[src/rtl/i2s_pkg.sv]
// Shared I2S definitions used by both the transmitter and the receiver.
package i2s_pkg;

  // Slot counter width; covers frames of up to 256 SCLK periods (DATA_BIT <= 128).
  localparam int SLOT_W = 8;

  // Widest sample either side of the link carries; narrower samples are zero-extended.
  localparam int AUDIO_MAX_W = 32;

  typedef logic [SLOT_W-1:0] slot_t;

  typedef struct packed {
    logic [AUDIO_MAX_W-1:0] l;
    logic [AUDIO_MAX_W-1:0] r;
  } audio_pair_t;

  // SCLK periods per stereo frame.
  function automatic int frame_bits(input int data_bit);
    return 2 * data_bit;
  endfunction

endpackage

[src/rtl/i2s_clk_gen.sv]
// I2S bit/word clock generator: divides the system clock down to SCLK,
// tracks the slot within the frame and flags the falling-edge and load events.
module i2s_clk_gen
  import i2s_pkg::*;
#(
  parameter int DATA_BIT = 16,
  parameter int SCLK_DIV = 8
) (
  input  logic i_clk,
  input  logic i_reset,
  input  logic i_en,
  output logic o_sclk,
  output logic o_lrclk,
  output logic o_fe,
  output logic o_load
);

  localparam int FRAME = frame_bits(DATA_BIT);
  localparam int DIV_W = $clog2(SCLK_DIV);

  typedef logic [DIV_W-1:0] div_t;

  localparam div_t  DIV_LAST  = div_t'(SCLK_DIV - 1);
  localparam div_t  DIV_HALF  = div_t'(SCLK_DIV / 2);
  localparam slot_t SLOT_LAST = slot_t'(FRAME - 1);
  localparam slot_t SLOT_HALF = slot_t'(DATA_BIT);

  div_t  div_cnt_q, div_cnt_d;
  slot_t slot_q, slot_d;
  logic  sclk_q, sclk_d;
  logic  lrclk_q, lrclk_d;
  logic  fe;

  // Next-state for divider and slot; disabling parks both at zero so a
  // re-enable always restarts cleanly at slot 0. SCLK/LRCLK are computed from
  // the next counter values so the registered clocks line up with the counters.
  always_comb begin
    fe        = i_en && (div_cnt_q == DIV_LAST);
    div_cnt_d = '0;
    slot_d    = '0;
    if (i_en) begin
      div_cnt_d = fe ? '0 : div_cnt_q + 1'b1;
      slot_d    = slot_q;
      if (fe) begin
        slot_d = (slot_q == SLOT_LAST) ? '0 : slot_q + 1'b1;
      end
    end
    sclk_d  = i_en && (div_cnt_d >= DIV_HALF);
    lrclk_d = i_en && (slot_d >= SLOT_HALF);
  end

  // State registers with synchronous reset.
  always_ff @(posedge i_clk) begin
    if (i_reset) begin
      div_cnt_q <= '0;
      slot_q    <= '0;
      sclk_q    <= 1'b0;
      lrclk_q   <= 1'b0;
    end else begin
      div_cnt_q <= div_cnt_d;
      slot_q    <= slot_d;
      sclk_q    <= sclk_d;
      lrclk_q   <= lrclk_d;
    end
  end

  assign o_sclk  = sclk_q;
  assign o_lrclk = lrclk_q;
  assign o_fe    = fe;
  // The FE leaving slot 0 is where a new pair enters the shifter.
  assign o_load  = fe && (slot_q == '0);

endmodule

[src/rtl/i2s_tx.sv]
// I2S master transmitter: one-deep valid/ready sample buffer feeding a
// frame-wide shifter that drives SD MSB-first, one SCLK after the LRCLK edge.
module i2s_tx
  import i2s_pkg::*;
#(
  parameter int DATA_BIT = 16,
  parameter int SCLK_DIV = 8
) (
  input  logic                i_clk_12_288,
  input  logic                i_reset,
  input  logic                i_en,
  input  logic [DATA_BIT-1:0] i_audio_l,
  input  logic [DATA_BIT-1:0] i_audio_r,
  input  logic                i_valid,
  output logic                o_ready,
  output logic                o_sclk,
  output logic                o_lrclk,
  output logic                o_sd,
  output logic                o_frame_start,
  output logic                o_underrun
);

  localparam int FRAME = frame_bits(DATA_BIT);

  logic fe;
  logic load;
  logic accept;

  logic                full_q, full_d;
  logic [DATA_BIT-1:0] buf_l_q, buf_l_d;
  logic [DATA_BIT-1:0] buf_r_q, buf_r_d;
  logic [DATA_BIT-1:0] last_l_q, last_l_d;
  logic [DATA_BIT-1:0] last_r_q, last_r_d;
  logic [FRAME-1:0]    shift_q, shift_d;
  logic                frame_start_q, frame_start_d;
  logic                underrun_q, underrun_d;

  i2s_clk_gen #(
    .DATA_BIT (DATA_BIT),
    .SCLK_DIV (SCLK_DIV)
  ) u_clk_gen (
    .i_clk   (i_clk_12_288),
    .i_reset (i_reset),
    .i_en    (i_en),
    .o_sclk  (o_sclk),
    .o_lrclk (o_lrclk),
    .o_fe    (fe),
    .o_load  (load)
  );

  // Buffer, shifter and status pulses. A load drains the buffer before the
  // handshake is looked at, so a pair arriving in the load cycle of an empty
  // buffer is held for the following frame while this frame repeats the last.
  always_comb begin
    accept        = i_valid && !full_q;
    full_d        = full_q;
    buf_l_d       = buf_l_q;
    buf_r_d       = buf_r_q;
    last_l_d      = last_l_q;
    last_r_d      = last_r_q;
    shift_d       = shift_q;
    frame_start_d = 1'b0;
    underrun_d    = 1'b0;

    if (!i_en) begin
      shift_d = '0;
    end else if (load) begin
      frame_start_d = 1'b1;
      if (full_q) begin
        shift_d  = {buf_l_q, buf_r_q};
        last_l_d = buf_l_q;
        last_r_d = buf_r_q;
        full_d   = 1'b0;
      end else begin
        shift_d    = {last_l_q, last_r_q};
        underrun_d = 1'b1;
      end
    end else if (fe) begin
      shift_d = {shift_q[FRAME-2:0], 1'b0};
    end

    if (accept) begin
      buf_l_d = i_audio_l;
      buf_r_d = i_audio_r;
      full_d  = 1'b1;
    end
  end

  // State registers with synchronous reset.
  always_ff @(posedge i_clk_12_288) begin
    if (i_reset) begin
      full_q        <= 1'b0;
      buf_l_q       <= '0;
      buf_r_q       <= '0;
      last_l_q      <= '0;
      last_r_q      <= '0;
      shift_q       <= '0;
      frame_start_q <= 1'b0;
      underrun_q    <= 1'b0;
    end else begin
      full_q        <= full_d;
      buf_l_q       <= buf_l_d;
      buf_r_q       <= buf_r_d;
      last_l_q      <= last_l_d;
      last_r_q      <= last_r_d;
      shift_q       <= shift_d;
      frame_start_q <= frame_start_d;
      underrun_q    <= underrun_d;
    end
  end

  assign o_ready       = !full_q;
  assign o_sd          = shift_q[FRAME-1];
  assign o_frame_start = frame_start_q;
  assign o_underrun    = underrun_q;

endmodule
[config.mk]
export PLATFORM = sky130hd
export DESIGN_NAME = i2s_tx
export DESIGN_NICKNAME = d
export VERILOG_FILES = /design/src/rtl/i2s_pkg.sv /design/src/rtl/i2s_clk_gen.sv /design/src/rtl/i2s_tx.sv
export SDC_FILE = /design/constraint.sdc
export NUM_CORES = 1
export LEC_CHECK = 0
export BUFFER_PORTS_ARGS = -buffer_cell sky130_fd_sc_hd__clkbuf_2
export CELL_PAD_IN_SITES_DETAIL_PLACEMENT = 1
export CELL_PAD_IN_SITES_GLOBAL_PLACEMENT = 2
export CORE_MARGIN = 2
export CORE_UTILIZATION = 37
export CTS_BUF_LIST = sky130_fd_sc_hd__clkbuf_4
export DETAILED_ROUTE_END_ITERATION = 10
export GPL_TIMING_DRIVEN = 0
export PLACE_DENSITY_LB_ADDON = 0.1
export SETUP_SLACK_MARGIN = 0.02
export SLEW_MARGIN = 25
export SYNTH_ARGS = -nofsm -noshare
export SYNTH_HDL_FRONTEND = slang
export SYNTH_SLANG_ARGS = --single-unit
[constraint.sdc]
create_clock -name i_clk_12_288 -period 2.1 [get_ports i_clk_12_288]
set_input_delay 0.21 -clock i_clk_12_288 [delete_from_list [all_inputs] [get_ports i_clk_12_288]]
set_output_delay 0.21 -clock i_clk_12_288 [all_outputs]
set_load 0.03 [all_outputs]
==> reports/qor.yml <==
worst_setup_path:
  startpoint: "u_clk_gen.slot_q[5]$_SDFF_PP0_"
  startpoint_type: "flip-flop"
  r2r-start: "u_clk_gen.slot_q[5]$_SDFF_PP0_"
  cp_max_fo: 10
  setup.worst_path.class: "reg2reg"
  endpoint_kind: "flip-flop"
  cp_data_required_time_ps: 2490
  critical_path_arrival_ps: 2310
routing:
  wl_um: 13000
  via_count: 4158
  drtIter0Drc: 198
  route.detailed.drc: 0
  ant_nets: 0
  dr.pass1.iters: 4
  wl_per_cell_um: 16.5
  vias_per_cell: 5.28
outcome:
  status: "completed"
global_routing:
  grt_max_degree: 18
  grt_overflow: 0
  first_global_vias: 4308
  track_usage: 0.213
  grt_first_pass_wirelength_um: 21800
  antenna_found_initial: 0
timing:
  fin_worst_hold_slack_ps: 341
  period_needed_ps: 1920
  post-route-period-util: 0.916
  max_slew.worst_pin.slew_ps: 589
  finClkSkew_ps: 10.3
  drv_slew: 0
  finalHoldViolCount: 0
  rsz0062_at_grt: "false"
  clock.fmax_mhz: 520
  slew-limit-headroom: 0.608
  setup_viol: 0
  layout_setup_ws_ps: 176
clock_network:
  path_clk_slew_ps: 160
  htree_levels: 3
  cts_tree: "done"
  clockBufferDepth: 2
  cts.sinks: 111
  ctsRootBufferMaster: "clkbuf_4"
  cts_buffers: 9
  clock_latency_ps: 490
pwr:
  vdd_drop_max_v: 0.000411
  power_density_mw_per_mm2: 648
  p_leak_nw: 1.92
  power_mw: 3.52
finish:
  mostFrequentLayoutCells: "142 x nand2_1, 111 x dfxtp_1, 66 x a21oi_1, 50 x a31oi_1, 45 x clkbuf_2"
  final_common_cell: "nand2_1"
  syn2layout_area_growth_pct: 20.1
  diodes: 0
  drive_gt1_frac: 0.151
  fin_nets: 676
  fin_cells: 788
  final_util: 0.454
logic_synthesis:
  synthDistinctLibCells: 37
  syn_nets: 589
  synth-warning-count: 0
  ys_ff_latch: 111
  synth_edf_count: 0
  synth-seq-area-share: 0.492
  synth-main-ff-cell: "dfxtp_1"
  async_reset_ff_frac: 0
  syn_area_per_cell_um2: 8.23
  syn_inst: 549
  netlist_area_mm2: 0.00452
place:
  placedCellCount: 736
  gp_congestion: 0.748
  portBuffers: 40
  dp_hpwl_um: 8970
  pre_cts_slack_ps: -195
floorplanning:
  io_pins: 42
  chipHeight_um: 114
  fp.dieW_um: 114
  dieArea_mm2: 0.0131
  rows: 40
  start_util: 0.378
  core_mm2: 0.0120
flow_run:
  drv_cap: 0
min_path:
  hold_path_class: "in2reg"
  hold_start: "i_reset"
## synthesized netlist by cell type (2+ instances only)
| cell type | instances | share of area |
|---|---|---|
| a21oi_1 | 66 | 0.073 |
| nor3_1 | 5 | 0.0055 |
| or2_2 | 11 | 0.015 |
| nor2b_1 | 2 | 0.0028 |
| and3_1 | 2 | 0.0028 |
| inv_1 | 3 | 0.0025 |
| buf_12 | 2 | 0.0089 |
| buf_1 | 4 | 0.0033 |
| clkbuf_1 | 33 | 0.027 |
| xnor2_1 | 5 | 0.0097 |
| o21ai_0 | 29 | 0.032 |
| buf_4 | 3 | 0.0050 |
| buf_2 | 3 | 0.0033 |
| nand4_1 | 4 | 0.0055 |
| xor2_1 | 2 | 0.0039 |
| ha_1 | 4 | 0.011 |
| a31oi_1 | 50 | 0.069 |
| o211ai_1 | 12 | 0.020 |
| buf_6 | 2 | 0.0050 |
| mux2i_1 | 3 | 0.0066 |
| a21boi_0 | 19 | 0.032 |
| nand3_1 | 3 | 0.0033 |
| nor4_1 | 2 | 0.0028 |
| nor2_1 | 9 | 0.0075 |
| nand2_2 | 8 | 0.011 |
| nand2_1 | 142 | 0.12 |
| dfxtp_1 | 111 | 0.49 |
## worst max-delay path: stages, from the launching register on
cell and delay [ps]:
dfxtp_1 420, nor3_2 510, clkbuf_1 420, a21boi_0 200
a31oi_1 190, a31oi_1 100
## worst paths after layout
| kind | cells past startpoint | slack, ps | end |
|---|---|---|---|
| worst max-delay path | 5 | 180 | shift_q[31]$_SDFFE_PP0P_ |
| worst min-delay path | 3 | 340 | u_clk_gen.slot_q[4]$_SDFF_PP0_ |
| worst max register to register | 5 | 180 | shift_q[31]$_SDFFE_PP0P_ |
| worst min register to register | 1 | 440 | u_clk_gen.div_cnt_q[0]$_SDFF_PP0_ |
## routing by layer
layer / global-route usage / routed length (µm)
met1: 0.279 / 6280
met3: 0.0498 / 425
met2: 0.352 / 6190
met5: 0 / 0
met4: 0.0553 / 146
## state kept, by name, summed over array words and instances, names as in the netlist
register	count
full_q	1
last_l_q	16
buf_l_q	16
shift_q	32
u_clk_gen.slot_q	8
u_clk_gen.o_sclk	1
last_r_q	16
buf_r_q	16
o_underrun	1
u_clk_gen.o_lrclk	1
u_clk_gen.div_cnt_q	2
o_frame_start	1
## cell families after synthesis
group                    count (synthesis)  share of synthesized area
flip-flops                             111                      0.492
AO/OA/AOI/OAI                          179                      0.232
buffers and inverters                   50                     0.0554
AND/OR/NAND/NOR                        195                      0.189
XOR/XNOR                                 7                     0.0136
multiplexers                             3                    0.00665
adder cells (fa/ha/maj)                  4                     0.0111
## through the flow
step           area, µm²  TNS, ps
5_1_grt             5430        0
6_report            5430        0
4_1_cts             5390        0
3_3_place_gp        4900    -2660
3_5_place_dp        4900    -3710
2_1_floorplan       4520        0
## timing repair
item / 4_1_cts / 5_1_grt
endpoints found under the setup margin: 37 / 63
hold endpoints to repair: 34 / 0
gates resized for setup: 7 / 13
setup buffers: 0 / 2
pin swaps: 0 / 2
hold buffers: 34 / 0
## report_power, final
group / internal [mW] / total (mW) / leakage (nW) / switching (mW)
logic: 0.120 / 0.274 / 0.952 / 0.153
registers: 2.15 / 2.17 / 0.899 / 0.0255
clock network: 0.354 / 1.07 / 0.0708 / 0.718
total: 2.62 / 3.52 / 1.92 / 0.897
## cell type report
| type | count | area [µm²] |
|---|---|---|
| well taps | 147 | 184 |
| clock inverters | 7 | 63.8 |
| multi-input cells | 388 | 2070 |
| inverters | 3 | 11.3 |
| plain buffers | 47 | 256 |
| fillers | 1470 | 6540 |
| clock buffers | 9 | 67.6 |
| repair buffers | 76 | 556 |
| flip-flops and latches | 111 | 2220 |
Note: power is estimated with default switching activity, not from simulation.
